[config.mk]
export PLATFORM = sky130hd
export DESIGN_NAME = cnn_frame_scheduler
export DESIGN_NICKNAME = d
export VERILOG_FILES = /design/src/rtl/cnn_sched_pkg.sv /design/src/rtl/cnn_frame_scheduler.sv
export SDC_FILE = /design/constraint.sdc
export NUM_CORES = 1
export LEC_CHECK = 0
export ABC_CLOCK_PERIOD_IN_PS = 2350
export CELL_PAD_IN_SITES_DETAIL_PLACEMENT = 2
export CELL_PAD_IN_SITES_GLOBAL_PLACEMENT = 2
export CORE_MARGIN = 1.5
export CORE_UTILIZATION = 25
export DETAILED_ROUTE_END_ITERATION = 8
export PLACE_DENSITY_LB_ADDON = 0.1
export SETUP_SLACK_MARGIN = 0.02
export SLEW_MARGIN = 15
export SYNTH_ARGS = -nofsm -noshare
export SYNTH_HDL_FRONTEND = slang
export SYNTH_SLANG_ARGS = --single-unit
[constraint.sdc]
create_clock -name sys_clk -period 2.35 [get_ports sys_clk]
set_input_delay 0.3525 -clock sys_clk [delete_from_list [all_inputs] [get_ports sys_clk]]
set_output_delay 0.3525 -clock sys_clk [all_outputs]
set_load 0.02 [all_outputs]
[src/rtl/cnn_sched_pkg.sv]
// ----------------------------------------------------------------------------
// cnn_sched_pkg
// Shared definitions for the CNN frame scheduler: FSM state encoding and
// default frame / timeout sizing.
// ----------------------------------------------------------------------------
package cnn_sched_pkg;

  localparam int unsigned DEF_FRAME_PIXELS   = 1024;
  localparam int unsigned DEF_TIMEOUT_CYCLES = 65535;

  typedef enum logic [2:0] {
    ST_IDLE    = 3'd0,
    ST_START   = 3'd1,
    ST_STREAM  = 3'd2,
    ST_WAIT    = 3'd3,
    ST_RELEASE = 3'd4
  } sched_state_e;

endpackage

[src/rtl/cnn_frame_scheduler.sv]
// ----------------------------------------------------------------------------
// cnn_frame_scheduler
// Ping-pong frame-buffer scheduler feeding a CNN core. The writer fills one
// bank while the scheduler streams the other into the CNN, waits for the
// CNN result (bounded by a timeout), then releases the bank.
//
// Ports
//   sys_clk / sys_rst_n   clock, asynchronous active-low reset
//   enable                allow new frames to start
//   wr_frame_done         pulse: writer finished bank wr_bank
//   wr_bank / wr_ready    bank the writer fills next / that bank is free
//   rd_bank               bank currently streamed
//   rd_en / rd_addr       frame-buffer read port (data returns 1 cycle later)
//   pixel_valid           rd_en delayed 1 cycle, qualifies data to the CNN
//   cnn_start             one-cycle start pulse to the CNN
//   cnn_result_valid      CNN result strobe (only honoured while waiting)
//   frame_done            pulse: frame completed with a result
//   frame_count           completed-frame counter (wraps)
//   busy                  scheduler not idle
//   clear_err             clears sticky errors
//   timeout_err           sticky: CNN result never arrived
//   overflow_err          sticky: frame written while no bank was free
// ----------------------------------------------------------------------------
module cnn_frame_scheduler
  import cnn_sched_pkg::*;
#(
  parameter int unsigned FRAME_PIXELS   = DEF_FRAME_PIXELS,
  parameter int unsigned TIMEOUT_CYCLES = DEF_TIMEOUT_CYCLES,
  parameter int unsigned ADDR_W         = $clog2(FRAME_PIXELS)
) (
  input  logic              sys_clk,
  input  logic              sys_rst_n,
  input  logic              enable,
  input  logic              wr_frame_done,
  output logic              wr_bank,
  output logic              wr_ready,
  output logic              rd_bank,
  output logic              rd_en,
  output logic [ADDR_W-1:0] rd_addr,
  output logic              pixel_valid,
  output logic              cnn_start,
  input  logic              cnn_result_valid,
  output logic              frame_done,
  output logic [15:0]       frame_count,
  output logic              busy,
  input  logic              clear_err,
  output logic              timeout_err,
  output logic              overflow_err
);

  localparam int unsigned CNT_W = $clog2(TIMEOUT_CYCLES + 1);
  localparam logic [ADDR_W-1:0] LAST_ADDR = ADDR_W'(FRAME_PIXELS - 1);
  // WAIT lasts exactly TIMEOUT_CYCLES cycles when no result arrives.
  localparam logic [CNT_W-1:0]  LAST_WAIT = CNT_W'(TIMEOUT_CYCLES - 1);

  sched_state_e      r_state;
  logic [1:0]        r_full;
  logic              r_wr_bank;
  logic              r_rd_bank;
  logic [CNT_W-1:0]  r_wait_cnt;
  logic              r_cnn_start;
  logic              r_rd_en;
  logic [ADDR_W-1:0] r_rd_addr;
  logic              r_pixel_valid;
  logic              r_frame_done;
  logic [15:0]       r_frame_count;
  logic              r_timeout_err;
  logic              r_overflow_err;

  logic              w_wr_ready;
  logic              w_wr_accept;
  logic              w_release;
  logic              w_timeout_set;
  logic [1:0]        w_full_set;
  logic [1:0]        w_full_clr;

  // Acceptance looks only at registered flags, so a bank freed in the
  // current RELEASE cycle cannot yet take a frame.
  assign w_wr_ready  = ~r_full[r_wr_bank];
  assign w_wr_accept = wr_frame_done & w_wr_ready;
  assign w_release   = (r_state == ST_RELEASE);
  assign w_full_set  = {w_wr_accept & r_wr_bank, w_wr_accept & ~r_wr_bank};
  assign w_full_clr  = {w_release & r_rd_bank, w_release & ~r_rd_bank};
  assign w_timeout_set = (r_state == ST_WAIT) && !cnn_result_valid &&
                         (r_wait_cnt == LAST_WAIT);

  // Bank bookkeeping: writer sets, scheduler clears; both in one cycle is
  // legal because they always target different banks.
  always_ff @(posedge sys_clk or negedge sys_rst_n) begin
    if (!sys_rst_n) begin
      r_full         <= 2'b00;
      r_wr_bank      <= 1'b0;
      r_overflow_err <= 1'b0;
    end else begin
      r_full <= (r_full & ~w_full_clr) | w_full_set;
      if (w_wr_accept)
        r_wr_bank <= ~r_wr_bank;
      if (wr_frame_done && !w_wr_ready)
        r_overflow_err <= 1'b1;
      else if (clear_err)
        r_overflow_err <= 1'b0;
    end
  end

  always_ff @(posedge sys_clk or negedge sys_rst_n) begin
    if (!sys_rst_n) begin
      r_state       <= ST_IDLE;
      r_rd_bank     <= 1'b0;
      r_wait_cnt    <= '0;
      r_cnn_start   <= 1'b0;
      r_rd_en       <= 1'b0;
      r_rd_addr     <= '0;
      r_pixel_valid <= 1'b0;
      r_frame_done  <= 1'b0;
      r_frame_count <= 16'd0;
      r_timeout_err <= 1'b0;
    end else begin
      r_cnn_start   <= 1'b0;
      r_frame_done  <= 1'b0;
      r_pixel_valid <= r_rd_en;
      case (r_state)
        ST_IDLE: begin
          if (enable && r_full[r_rd_bank]) begin
            r_state     <= ST_START;
            r_cnn_start <= 1'b1;
          end
        end
        ST_START: begin
          r_state   <= ST_STREAM;
          r_rd_en   <= 1'b1;
          r_rd_addr <= '0;
        end
        ST_STREAM: begin
          if (r_rd_addr == LAST_ADDR) begin
            r_state    <= ST_WAIT;
            r_rd_en    <= 1'b0;
            r_rd_addr  <= '0;
            r_wait_cnt <= '0;
          end else begin
            r_rd_addr <= r_rd_addr + 1'b1;
          end
        end
        ST_WAIT: begin
          // A result arriving on the final wait cycle still counts as success.
          if (cnn_result_valid) begin
            r_state       <= ST_RELEASE;
            r_frame_done  <= 1'b1;
            r_frame_count <= r_frame_count + 16'd1;
          end else if (r_wait_cnt == LAST_WAIT) begin
            r_state <= ST_RELEASE;
          end else begin
            r_wait_cnt <= r_wait_cnt + 1'b1;
          end
        end
        ST_RELEASE: begin
          r_rd_bank <= ~r_rd_bank;
          r_state   <= ST_IDLE;
        end
        default: r_state <= ST_IDLE;
      endcase

      if (w_timeout_set)
        r_timeout_err <= 1'b1;
      else if (clear_err)
        r_timeout_err <= 1'b0;
    end
  end

  assign wr_bank      = r_wr_bank;
  assign wr_ready     = w_wr_ready;
  assign rd_bank      = r_rd_bank;
  assign rd_en        = r_rd_en;
  assign rd_addr      = r_rd_addr;
  assign pixel_valid  = r_pixel_valid;
  assign cnn_start    = r_cnn_start;
  assign frame_done   = r_frame_done;
  assign frame_count  = r_frame_count;
  assign busy         = (r_state != ST_IDLE);
  assign timeout_err  = r_timeout_err;
  assign overflow_err = r_overflow_err;

endmodule

==> flow_metrics.tcl <==
set metrics [dict create \
    avgRoutedWirePerCell_um 16.6 \
    cts_buffers 5 \
    dr.pass1.iters 4 \
    maxCapViolCount 0 \
    period_needed_ns 2.12 \
    start_kind "register" \
    relSlewSlack_pct 71.6 \
    drive_gt1_share_pct 12.7 \
    rows 39 \
    postCtsResizedCells 0 \
    antenna_found_initial 0 \
    vias_per_cell 4.97 \
    synth_edf_count 0 \
    first_iter_violations 53 \
    ant_nets 0 \
    synthCells 301 \
    root_buffer "clkbuf_16" \
    vdd_drop_max_mv 0.385 \
    track_usage_pct 14.0 \
    numPortBuffers 41 \
    worst_slew_pin_slew_ns 0.423 \
    total_power_mw 3.44 \
    place.gp.congestion 0.731 \
    worstPathMaxFanout 10 \
    hold_class "in -> async" \
    critPathLaunch "r_state[2]" \
    hold_buffers 0 \
    die_h_um 111 \
    slew_violations 0 \
    fill_cells 1284 \
    dpl.hpwl_mm 6.08 \
    r2r_start "rd_addr[0]" \
    final.setup.tns_ns 0 \
    critPathArrivalTime_ns 1.77 \
    clk_path_buf_depth 2 \
    worstSetupEndpointType "output pin" \
    multi_input_comb_area_mm2 0.00144 \
    fmax_mhz 471 \
    h-tree-depth 2 \
    drc 0 \
    reg2reg_to "r_wait_cnt[3]" \
    grt_pass1_wl_mm 14.1 \
    clk_latency_ns 0.30 \
    rsz0062_at_grt "no" \
    async_flop_share_pct 100 \
    synth.distinct_cells 61 \
    whs_ns 0.0394 \
    worst_slack_ns 0.229 \
    fin_crit_sh_pct 90.3 \
    r2r_cells 7 \
    ys_seq_elements 55 \
    syn_nets 311 \
    grt-ovfl-total 0 \
    place_ws_ns 0.279 \
    ff_latch_area_mm2 0.00138 \
    area_growth_pct 27.4 \
    post_cts_buffers 0 \
    hold_violations 0 \
    syn_area_per_cell_um2 9.68 \
    crit_type "reg -> out" \
    nNetsFinal 363 \
    r2r_setup_slack_ns 0.29 \
    initial_core_util_pct 25.6 \
    die_x_um 111 \
    crit_required_ns 2.00 \
    die_area_mm2 0.0123 \
    power.density_mw_per_mm2 927 \
    fin_util_pct 32.6 \
    p_leak_nw 1.60 \
    ys.flop_type "dfrtp_1" \
    core_mm2 0.0114 \
    drt-total-wl_mm 8.25 \
    critPathCapture "busy" \
    yosysSeqAreaShare_pct 47.3 \
    cts.sinks 55 \
    skew_ns 0.00573 \
    clkTransAtPathRegs_ns 0.08 \
    ys_warn_count 0 \
    vias 2469 \
    outcome "finished clean" \
    syn_area_mm2 0.00291 \
    n_antenna_cell 0 \
    grt_pass1_vias 2682 \
    final-setup-viol-count 0 \
    ios 42 \
    cts_tree "yes" \
    grt_max_degree 56 \
]
[state kept, by name, indices dropped and copies added (netlist names)]
signal	flops
cnn_start	1
frame_count	16
frame_done	1
overflow_err	1
pixel_valid	1
r_full	2
r_state	3
r_wait_cnt	16
rd_addr	10
rd_bank	1
rd_en	1
timeout_err	1
wr_bank	1
[logic make-up (layout without fill, tap and decap cells)]
group | Yosys count | count (layout) | synth area share (%)
AO/OA/AOI/OAI | 76 | 76 | 16.7
adder cells (fa/ha/maj) | 4 | 4 | 1.72
buffers and inverters | 21 | 74 | 3.22
multiplexers | 3 | 3 | 1.07
flip-flops | 55 | 55 | 47.3
AND/OR/NAND/NOR | 125 | 125 | 24.9
XOR/XNOR | 17 | 17 | 5.11
[cell usage in the layout (no fill, tap or decap), types with 2 or more instances in the layout]
cell / netlist / final
nand4_4: 2 / 2
nor2_1: 23 / 23
clkinv_2: 1 / 2
clkdlybuf4s50_1: 0 / 40
o21ai_1: 7 / 7
nand4_1: 7 / 7
o31ai_1: 4 / 4
nand2_1: 31 / 31
or3_1: 2 / 2
a21oi_1: 14 / 14
mux2i_1: 2 / 2
a32oi_1: 2 / 2
nand3_1: 22 / 22
o21ai_0: 24 / 24
nor2_2: 2 / 2
or2_2: 2 / 2
nand2b_1: 3 / 3
or4_1: 2 / 2
clkbuf_16: 0 / 5
nor4_1: 2 / 2
nor2b_1: 3 / 3
nor3_1: 4 / 4
o22ai_1: 3 / 3
ha_1: 4 / 4
a31oi_1: 7 / 7
nand2_4: 2 / 2
and3_1: 5 / 5
xnor2_1: 11 / 11
xor2_1: 6 / 6
buf_4: 1 / 13
o41ai_1: 2 / 2
inv_1: 10 / 10
dfrtp_1: 55 / 55
[metal layers]
metal | global-route usage [%] | vias to the layer above | share of wire (%)
met4 | 3.42 | 0 | 1.0
met3 | 2.57 | 8 | 3.0
met5 | 0 | - | 0
met2 | 22.6 | 30 | 46
li1 | - | 1189 | -
met1 | 19.5 | 1242 | 50
[critical path, stage by stage (launching register included)]
cell and delay [ns]:
dfrtp_1 0.50, nor2_1 0.30, nand2_1 0.12, clkdlybuf4s50_1 0.56
[synthesized netlist by cell type (3+ instances only)]
| cell type | number | area share, % |
|---|---|---|
| o22ai_1 | 3 | 0.64 |
| ha_1 | 4 | 1.7 |
| nand2_1 | 31 | 4.0 |
| and3_1 | 5 | 1.1 |
| o31ai_1 | 4 | 1.0 |
| dfrtp_1 | 55 | 47 |
| nand3_1 | 22 | 3.8 |
| nand2b_1 | 3 | 0.64 |
| o21ai_1 | 7 | 1.2 |
| nor3_1 | 4 | 0.69 |
| xor2_1 | 6 | 1.8 |
| nor2_1 | 23 | 3.0 |
| o21ai_0 | 24 | 4.1 |
| a21oi_1 | 14 | 2.4 |
| clkbuf_1 | 6 | 0.77 |
| xnor2_1 | 11 | 3.3 |
| inv_1 | 10 | 1.3 |
| a31oi_1 | 7 | 1.5 |
| nor2b_1 | 3 | 0.64 |
| nand4_1 | 7 | 1.5 |
[worst min path at each step]
stage,start,to,slack [ns],depth (start not counted)
after CTS,sys_rst_n,frame_count[7],0.06,2
after global routing,sys_rst_n,frame_count[4],0.07,2
after floorplan,sys_rst_n,cnn_start,0.06,0
after detailed placement,sys_rst_n,frame_count[7],0.38,2
after global placement,sys_rst_n,frame_count[6],0.38,2
final,sys_rst_n,frame_count[4],0.04,2
[area by class of cell]
type,count,share of cell area (%)
multi-input cells,225,38.9
inverters,11,1.15
flip-flops and latches,55,37.1
clock buffers,5,3.37
clock inverters,3,0.607
repair buffers,55,14.1
well taps,143,4.82
[report_power, final]
part / internal, mW / leakage [nW] / switching (mW) / total, mW
clock: 0.400 / 0.0742 / 0.367 / 0.767
combinational: 0.578 / 0.798 / 0.738 / 1.32
sequential: 1.12 / 0.732 / 0.239 / 1.36
total: 2.10 / 1.60 / 1.34 / 3.44
[per-stage QoR]
| step | instances | area (um^2) |
|---|---|---|
| floorplan | 301 | 2910 |
| global placement | 489 | 3560 |
| detailed placement | 489 | 3560 |
| CTS | 497 | 3710 |
| global route | 497 | 3710 |
| finish | 497 | 3710 |
Note: power is estimated with default switching activity, not from simulation.
